`config.mk`:
```
export PLATFORM = sky130hd
export DESIGN_NAME = bls_data_server
export DESIGN_NICKNAME = d
export VERILOG_FILES = /design/src/rtl/bls_pkg.sv /design/src/rtl/bls_rr_arbiter.sv /design/src/rtl/bls_data_server.sv
export SDC_FILE = /design/constraint.sdc
export NUM_CORES = 1
export LEC_CHECK = 0
export BUFFER_PORTS_ARGS = -buffer_cell sky130_fd_sc_hd__buf_2
export CAP_MARGIN = 5
export CELL_PAD_IN_SITES_DETAIL_PLACEMENT = 2
export CELL_PAD_IN_SITES_GLOBAL_PLACEMENT = 2
export CORE_AREA = 2 2 236 238
export CTS_BUF_LIST = sky130_fd_sc_hd__clkbuf_8
export DETAILED_ROUTE_END_ITERATION = 10
export DIE_AREA = 0 0 238 240
export HOLD_SLACK_MARGIN = 0.08
export PLACE_DENSITY_LB_ADDON = 0.08
export SYNTH_ARGS = -nofsm -noshare
export SYNTH_HDL_FRONTEND = slang
export SYNTH_SLANG_ARGS = --single-unit
```
`constraint.sdc`:
```
create_clock -name clock -period 2.3 [get_ports clock]
set_input_delay 0.46 -clock clock [delete_from_list [all_inputs] [get_ports clock]]
set_output_delay 0.46 -clock clock [all_outputs]
set_load 0.05 [all_outputs]
```
`src/rtl/bls_pkg.sv`:
```
// Shared constants and types for the Black-Scholes data server slice.
package bls_pkg;

  localparam int BSMODS   = 2;
  localparam int DATASIZE = 192;
  localparam int ADDR_W   = 10;

  typedef enum logic [1:0] {
    IDLE      = 2'd0,
    SCAN      = 2'd1,
    READ      = 2'd2,
    EXHAUSTED = 2'd3
  } srv_state_t;

  typedef logic [DATASIZE-1:0] bls_record_t;

endpackage

```
`src/rtl/bls_rr_arbiter.sv`:
```
// Round-robin grant over BSMODS requesters; priority starts after the last granted slot.
module bls_rr_arbiter #(
  parameter int  BSMODS = bls_pkg::BSMODS,
  localparam int IDX_W  = (BSMODS > 1) ? $clog2(BSMODS) : 1
) (
  input  logic              clock,
  input  logic              reset_n,
  input  logic [BSMODS-1:0] req,
  input  logic              advance,
  output logic [BSMODS-1:0] grant,
  output logic [IDX_W-1:0]  grant_idx
);

  logic [IDX_W-1:0] ptr;

  always_comb begin
    grant     = '0;
    grant_idx = '0;
    for (int unsigned i = 0; i < BSMODS; i++) begin
      logic [IDX_W-1:0] k;
      k = IDX_W'((32'(ptr) + i) % BSMODS);
      if (req[k] && (grant == '0)) begin
        grant[k]  = 1'b1;
        grant_idx = k;
      end
    end
  end

  always_ff @(posedge clock or negedge reset_n) begin
    if (!reset_n) begin
      ptr <= '0;
    end else if (advance && (|req)) begin
      ptr <= (grant_idx == IDX_W'(BSMODS - 1)) ? '0 : grant_idx + 1'b1;
    end
  end

endmodule

```
`src/rtl/bls_data_server.sv`:
```
// Record server feeding per-BS-module holding registers from a synchronous record memory.
// Optional read-ahead staging register enabled by defining BLS_PREFETCH_EN.
module bls_data_server #(
  parameter int  BSMODS   = bls_pkg::BSMODS,
  parameter int  DATASIZE = bls_pkg::DATASIZE,
  parameter int  ADDR_W   = bls_pkg::ADDR_W,
  localparam int IDX_W    = (BSMODS > 1) ? $clog2(BSMODS) : 1
) (
  input  logic                       clock,
  input  logic                       reset_n,
  input  logic                       startSystem,
  input  logic [ADDR_W:0]            num_records,
  input  logic [BSMODS-1:0]          SERVE_REG,
  input  logic [BSMODS-1:0]          BS_START,
  output logic                       mem_rd_en,
  output logic [ADDR_W-1:0]          mem_addr,
  input  logic [DATASIZE-1:0]        mem_rdata,
  output logic [BSMODS-1:0]          hasUnusedData,
  output logic [BSMODS-1:0]          REG_READY,
  output logic                       OutOfData,
  output logic [BSMODS*DATASIZE-1:0] bs_data
);

  import bls_pkg::*;

  srv_state_t          state;
  logic [ADDR_W:0]     num_lat;
  logic [ADDR_W:0]     rd_ptr;
  logic [BSMODS-1:0]   has_unused;
  logic [BSMODS-1:0]   reg_ready_q;
  logic                out_of_data;
  logic [DATASIZE-1:0] slot_q [BSMODS];
  logic [BSMODS-1:0]   eligible;
  logic [BSMODS-1:0]   grant;
  logic [IDX_W-1:0]    grant_idx;
  logic                advance;

  assign eligible = SERVE_REG & ~has_unused;

`ifdef BLS_PREFETCH_EN
  logic                stg_valid;
  logic                rd_pend;
  bls_record_t         stg_data;
  logic                prefetch;

  // A grant only needs a staged record; memory reads run independently of requests.
  assign advance   = (state == SCAN) && stg_valid && (|eligible);
  assign prefetch  = (state == SCAN) && !stg_valid && !rd_pend && (rd_ptr != num_lat);
  assign mem_rd_en = prefetch;
  assign mem_addr  = prefetch ? rd_ptr[ADDR_W-1:0] : '0;
  assign REG_READY = reg_ready_q & ~(advance ? grant : '0);
`else
  logic [IDX_W-1:0]    cap_idx;

  assign advance   = (state == SCAN) && (rd_ptr != num_lat) && (|eligible);
  assign mem_rd_en = advance;
  assign mem_addr  = advance ? rd_ptr[ADDR_W-1:0] : '0;
  assign REG_READY = reg_ready_q;
`endif

  bls_rr_arbiter #(.BSMODS(BSMODS)) u_arb (
    .clock     (clock),
    .reset_n   (reset_n),
    .req       (eligible),
    .advance   (advance),
    .grant     (grant),
    .grant_idx (grant_idx)
  );

  always_ff @(posedge clock or negedge reset_n) begin
    if (!reset_n) begin
      state       <= IDLE;
      num_lat     <= '0;
      rd_ptr      <= '0;
      has_unused  <= '0;
      reg_ready_q <= '0;
      out_of_data <= 1'b0;
      slot_q      <= '{default: '0};
`ifdef BLS_PREFETCH_EN
      stg_valid   <= 1'b0;
      rd_pend     <= 1'b0;
      stg_data    <= '0;
`else
      cap_idx     <= '0;
`endif
    end else begin
      // Consumption first; a same-cycle load into a slot overrides below.
      has_unused <= has_unused & ~BS_START;
      case (state)
        IDLE: begin
          if (startSystem) begin
            num_lat <= num_records;
            rd_ptr  <= '0;
            state   <= SCAN;
          end
        end
        SCAN: begin
`ifdef BLS_PREFETCH_EN
          if (rd_pend) begin
            stg_data  <= mem_rdata;
            stg_valid <= 1'b1;
            rd_ptr    <= rd_ptr + 1'b1;
            rd_pend   <= 1'b0;
          end
          if (prefetch) begin
            rd_pend <= 1'b1;
          end
          if (advance) begin
            slot_q[grant_idx]      <= stg_data;
            has_unused[grant_idx]  <= 1'b1;
            reg_ready_q[grant_idx] <= 1'b1;
            stg_valid              <= 1'b0;
          end else if ((rd_ptr == num_lat) && !stg_valid && !rd_pend) begin
            out_of_data <= 1'b1;
            state       <= EXHAUSTED;
          end
`else
          if (rd_ptr == num_lat) begin
            out_of_data <= 1'b1;
            state       <= EXHAUSTED;
          end else if (advance) begin
            cap_idx                <= grant_idx;
            reg_ready_q[grant_idx] <= 1'b0;
            state                  <= READ;
          end
`endif
        end
        READ: begin
`ifdef BLS_PREFETCH_EN
          state <= SCAN;
`else
          slot_q[cap_idx]      <= mem_rdata;
          has_unused[cap_idx]  <= 1'b1;
          reg_ready_q[cap_idx] <= 1'b1;
          rd_ptr               <= rd_ptr + 1'b1;
          state                <= SCAN;
`endif
        end
        EXHAUSTED: begin
          if (startSystem) begin
            out_of_data <= 1'b0;
            num_lat     <= num_records;
            rd_ptr      <= '0;
            state       <= SCAN;
`ifdef BLS_PREFETCH_EN
            stg_valid   <= 1'b0;
`endif
          end
        end
        default: state <= IDLE;
      endcase
    end
  end

  assign hasUnusedData = has_unused;
  assign OutOfData     = out_of_data;

  for (genvar g = 0; g < BSMODS; g++) begin : g_slot
    assign bs_data[g*DATASIZE +: DATASIZE] = slot_q[g];
  end

endmodule

```
# Yosys cells after proc, flatten, opt, wreduce, memory -nomap -nowiden
# Cells that the tools add are included.
[op_classes]
order_cmp = 9
n_bitwise = 10
n_mux = 31
reduce_logical = 21
n_eq_ne = 11
n_addsub = 3
[op_table]
columns = ["operator", "count"]
rows = [
  ["$bwmux W384", 1],
  ["$demux W192 S1", 1],
  ["$mux W192", 1],
  ["$pmux W11 S2", 1],
  ["$mux W2", 7],
  ["$mux W1", 12],
  ["$add A11 B1 Y11 const B", 1],
  ["$eq A11 B11 Y1", 1],
  ["$mux W11", 1],
  ["$ne A11 B11 Y1", 1],
  ["$mux W10", 1],
  ["$reduce_and A3 Y1", 3],
  ["$logic_and A1 B1 Y1", 8],
  ["$lt A1 B2 Y1 const B", 4],
  ["$and A2 B2 Y2", 3],
  ["$ne A2 B2 Y1 const B", 3],
  ["$not A2 Y2", 3],
  ["$pmux W2 S3", 1],
  ["$reduce_and A2 Y1", 3],
  ["$reduce_bool A2 Y1", 3],
  ["$eq A2 B2 Y1 const B", 2],
  ["$logic_not A2 Y1", 2],
  ["$ne A2 B1 Y1 const B", 2],
  ["$or A2 B2 Y2", 2],
  ["other kinds (12)", 18],
]
[totals]
elab_cells = 95
input_bits = 210
reg_bits = 415
out_inout_bits = 400

# Longest topological paths before layout
[depth]
word_depth = 17
depth_mapped = 8
mapped_depth_nobuf = 7

# Modules after synthesis
# Synthesis repeated with hierarchy kept, for this count alone.
[hier_totals]
cells_unflattened = 1369
hier_area_um2 = 15885.2
[modules_own_cells]
columns = ["mod", "seq_area_each_um2", "cells_per_inst", "n_inst", "area_per_inst_um2"]
rows = [
  ["bls_data_server", 10359.9, 1362, 1, 15822.7],
  ["bls_rr_arbiter", 25.0, 7, 1, 62.6],
]

# Worst setup path before layout
# Ideal clock, no wire load.
[synth_timing]
path_kind = "register to output"
startpoint = "register has_unused[1], in the netlist hasUnusedData[1]"
endpoint = "output port mem_addr[2]"
n_path_buf = 1
stages_incl_launch_ff = 6
required_ns = 1.840
path_slack_ns = 0.041
t_arrival_ns = 1.799
cell_sequence = "dfrtp_1 -> nor2b_1 -> nand2b_1 -> and3_4 -> buf_6 -> and2_1"
[synth_between]
elab_chain_cells = 5
[synth_lines]
columns = ["item", "line", "text"]
rows = [
  ["start: declaration", "bls_data_server.sv:29", "logic [BSMODS-1:0] has_unused;"],
  ["start signal: assignment", "bls_data_server.sv:88", "has_unused <= has_unused & ~BS_START;"],
  ["$not A2 Y2", "bls_data_server.sv:38", "assign eligible = SERVE_REG & ~has_unused;"],
  ["$and A2 B2 Y2", "bls_data_server.sv:38", ""],
  ["$reduce_or A2 Y1", "bls_data_server.sv:55", "assign advance = (state == SCAN) && (rd_ptr != num_lat) && (|eligible);"],
  ["$logic_and A1 B1 Y1", "bls_data_server.sv:55", ""],
  ["named net mem_rd_en", "bls_data_server.sv:15", "output logic mem_rd_en,"],
  ["$mux W10", "bls_data_server.sv:57", "assign mem_addr = advance ? rd_ptr[ADDR_W-1:0] : '0;"],
  ["end: declaration", "bls_data_server.sv:16", "output logic [ADDR_W-1:0] mem_addr,"],
]
# The timed path passes the listed nets, and every way through them passes these cells.

# Worst setup path in the final report
[layout_timing]
startpoint = "register rd_ptr[7]"
endpoint = "output port mem_addr[5]"
[layout_between]
elab_chain_cells = 4
[layout_lines]
columns = ["item", "line", "text"]
rows = [
  ["start: declaration", "bls_data_server.sv:28", "logic [ADDR_W:0] rd_ptr;"],
  ["start signal: assignment", "bls_data_server.sv:135", "rd_ptr <= rd_ptr + 1'b1;"],
  ["$ne A11 B11 Y1", "bls_data_server.sv:55", ""],
  ["$logic_and A1 B1 Y1 (2 in series)", "bls_data_server.sv:55", ""],
  ["$mux W10", "bls_data_server.sv:57", ""],
]
# Every way passes these cells.

==> metrics.md <==
| Metric | Value |
|---|---|
| Number of cells produced by synthesis | 1373 |
| Via count of the first global-routing pass | roughly 16k |
| Run status | finished with violations |
| Starting density of the core | 0.290 |
| Synthesis-to-layout area growth | 51.3% |
| Filler Cells Inserted | 5794 |
| Final RePlAce weighted congestion | ~0.78 |
| Std-Cell Core Area | 54700 um^2 |
| Final-layout setup total negative slack | -5.59 ns |
| Residual overflow from global routing | 0 |
| Buffers and inverters on the worst path | 2 |
| Largest net degree at the start of global routing | 82 |
| Worst-Skew Late Latency | 0.64 ns |
| Number of buffers inserted during clock tree synthesis | 78 |
| Warnings, synthesis | 0 |
| Total cell area at the placement stage | 20200 um^2 |
| Post-DRT Antenna Nets | 0 |
| Synthesis-stage register bit count | 415 |
| Total count of max-transition violations in the final report | 0 |
| Worst EP required | about 1.8 ns |
| Register-to-register setup slack | 0.29 ns |
| Failing checks | setup timing |
| Fin worst setup slack | -0.533 ns |
| CTS HTree Levels | 3 |
| Area of the mapped netlist | 15900 um^2 |
| FP Rows | 86 |
| Die extent in y | 240 um |
| Worst hold path startpoint | startSystem |
| Number of DRC violations after detailed routing | 0 |
| Number of setup violations in the final report | 11 |
| CTS sink cnt | 415 |
| Series of cell instances along the critical path | xor2_1 > nor4_2 > nand3_2 > and3_4 > buf_6 > and2_4 > buf_8 |
| Peak per-stage delay on the critical path | roughly 0.4 ns |
| HPWL after DPL | 45400 um |
| WS Path Type | flip-flop to output pin |
| Root buffer selected by CTS | clkbuf_8 |
| Number of detailed-route iterations in the first pass | 4 |
| Maximum clock rate | 353 MHz |
| Die Footprint | 57100 um^2 |
| Clock-pin slew of the registers on the worst-case setup and hold paths | 0.06 ns |
| Startpoint type of the worst setup path | flip-flop |
| Count of cell types in the netlist | 38 |
| Worst Setup End Kind | output pin |
| Max stage delay cell, worst path | nor4_2 |
| Share of cells above drive strength 1 | 0.426 |
| Post-Syn Area per Cell | between 10 and 15 um^2 |
| Hold Crit Depth | 4 |
| Worst-margin pin slew | 0.763 ns |
| Delay-heaviest family, CP | simple AND/OR/NAND/NOR gates |
| Arrival @ worst endpoint | 2.37 ns |
| Capture instance of the worst register-to-register path | OutOfData |
| Vias post-DR | 13.7k |
| Final net count | 2463 |
| Routed wire length per instance | 21.4 um |
| Clock period minus final worst setup slack | about 2.8 ns |
| Number of cells on the worst reg-to-reg path | 7 |
| Horiz. Die Dim | 238 um |
| Final hold violation count | 0 |
| Hold Crit Endpoint | rd_ptr[0] |
| Antenna violations before repair | 9 |
| Final cycle utilization of the critical path | 1.23 |
| Dpl ws | between 0.09 and 0.1 ns |
| Max transition margin | 0.490 |
| Worst Skew | approximately 0.026 ns |
| Top-level port count | slightly above 600 |
| Ratio of routed vias to standard cells | 4.52 |
| Max_cap viols | 0 |
| Max FO, Critical Path | 4 |
| Global-route usage over all layers | 0.225 |
| Wire length of the first global-routing pass | 97000 um |
| Mapped Nets | 1587 |
| Clock tree from TritonCTS | done |
| Unrepaired setup endpoints after global routing | true |
| Detailed router's first-iteration violation count | 413 |
| Start of the worst register-to-register path | rd_ptr[7] |
| Class of the tightest hold or removal check | primary input to flip-flop |
| Post-route design area | around 24000 um^2 |
| Worst-case clock buffer depth | 3 |
| Seq/Total Area, Yosys | 0.655 |
| Routed wire length | between 60000 and 70000 um |
| Count of buffers from port buffering | roughly 600 |
## logic make-up (layout without fill, tap and decap cells)
family | after synthesis | in the layout | synth area share
simple gates | 630 | 630 | 0.156
flops | 415 | 415 | 0.655
mux | 206 | 206 | 0.146
buf+inv | 75 | 1009 | 0.0207
compound gates | 32 | 32 | 0.0132
xor+xnor | 11 | 11 | 0.00607
fa+ha+maj | 4 | 4 | 0.00316
other cells | 0 | 7 | 0
## repair_timing
| item | 4_1_cts | 5_1_grt |
|---|---|---|
| pin swaps | 12 | 4 |
| setup buffers | 6 | 1 |
| hold buffers | 206 | 0 |
| setup endpoints to repair | 11 | 11 |
| endpoints found under the hold margin | 432 | 0 |
| resized for setup | 45 | 1 |
## flip-flops by register name (all words and copies together), names as in the netlist
name / flops
num_lat: 11
cap_idx: 1
state: 2
bs_data: 384
u_arb.ptr: 1
rd_ptr: 11
OutOfData: 1
hasUnusedData: 2
REG_READY: 2
## worst max path at each step
| stage | start | to | slack, ns | cells after the start |
|---|---|---|---|---|
| final | rd_ptr[7] | mem_addr[5] | -0.53 | 7 |
| after global routing | rd_ptr[7] | mem_addr[5] | -0.63 | 7 |
| after CTS | rd_ptr[9] | mem_addr[5] | -0.62 | 7 |
| after detailed placement | num_lat[7] | mem_addr[2] | 0.1 | 6 |
| after global placement | num_lat[7] | mem_addr[9] | 0.12 | 6 |
| after floorplan | hasUnusedData[1] | mem_addr[2] | 0.04 | 5 |
## area by class of cell
type / instances / area [um^2] / area share
sequential: 415 / 10400 / 0.433
clock buffer: 95 / 1310 / 0.0545
antenna: 7 / 17.5 / 0.000730
tap: 704 / 881 / 0.0367
inverter: 5 / 18.8 / 0.000782
clock inverter: 43 / 254 / 0.0106
timing repair buffer: 866 / 5930 / 0.247
multi-input combinational: 883 / 5190 / 0.216
## stage by stage
stage / hold WS [ns] / utilization / cells
6_report: 0.279 / 0.439 / 3018
5_1_grt: 0.279 / 0.439 / 3018
4_1_cts: 0.209 / 0.438 / 3010
3_5_place_dp: 0.424 / 0.369 / 2660
3_3_place_gp: 0.416 / 0.369 / 2660
2_1_floorplan: 0.164 / - / 1373
## synth_stat cells
master,instances,area share
mux2i_1,3,0.0019
nand3_2,1,0.00063
or2_2,1,0.00039
nand2b_1,5,0.0020
nor3b_1,1,0.00047
dfrtp_1,415,0.65
ha_1,4,0.0032
o311ai_0,1,0.00055
or2b_1,1,0.00047
inv_1,5,0.0012
and3_4,1,0.00071
a22o_1,1,0.00055
nand3_1,9,0.0028
a311o_1,1,0.00063
nand2_1,584,0.14
o22ai_1,1,0.00039
xor2_1,11,0.0061
o31ai_1,3,0.0014
o41ai_1,2,0.0011
nor3_1,2,0.00063
nor4_2,2,0.0016
a21oi_1,4,0.0013
buf_1,1,0.00024
clkbuf_1,37,0.0088
mux2_2,203,0.14
a21o_1,1,0.00047
o21a_1,2,0.00095
a21boi_0,1,0.00047
nor2_1,6,0.0014
o211ai_1,3,0.0014
a211oi_1,1,0.00047
buf_2,31,0.0098
and2_1,10,0.0039
o21ai_0,10,0.0032
buf_6,1,0.00071
nand4_1,4,0.0016
nor2b_1,3,0.0012
o21ai_1,1,0.00032
## layer usage
| layer | track usage | up-vias | share of wire |
|---|---|---|---|
| li1 | - | 6185 | - |
| met4 | 0.111 | 4 | 0.046 |
| met5 | 0 | - | 0.00046 |
| met3 | 0.0734 | 136 | 0.073 |
| met1 | 0.250 | 6886 | 0.38 |
| met2 | 0.388 | 439 | 0.50 |
## worst register-to-register path: cells and delay by family, from the launching register on
kind | cells | cell delay (ns)
simple gates | 2 | 0.55
buf+inv | 3 | 0.44
flops | 1 | 0.39
compound gates | 1 | 0.34
xor+xnor | 1 | 0.17
## layout by cell type (no fill, tap or decap), drive strengths merged, types with 3 or more instances in the layout
master,instances
inv,42
bufinv,3
dlygate4sd3,206
nand2,584
nor2,6
and2,10
clkbuf,95
ha,4
diode,7
nor2b,3
nand2b,5
nand4,4
xor2,11
mux2,203
a21oi,4
nand3,10
dfrtp,415
o211ai,3
mux2i,3
o31ai,3
buf,660
o21ai,11
Power is left out: the tool's default activity adds up to more than one toggle a clock period on the data nets, which glitch-free logic cannot reach.
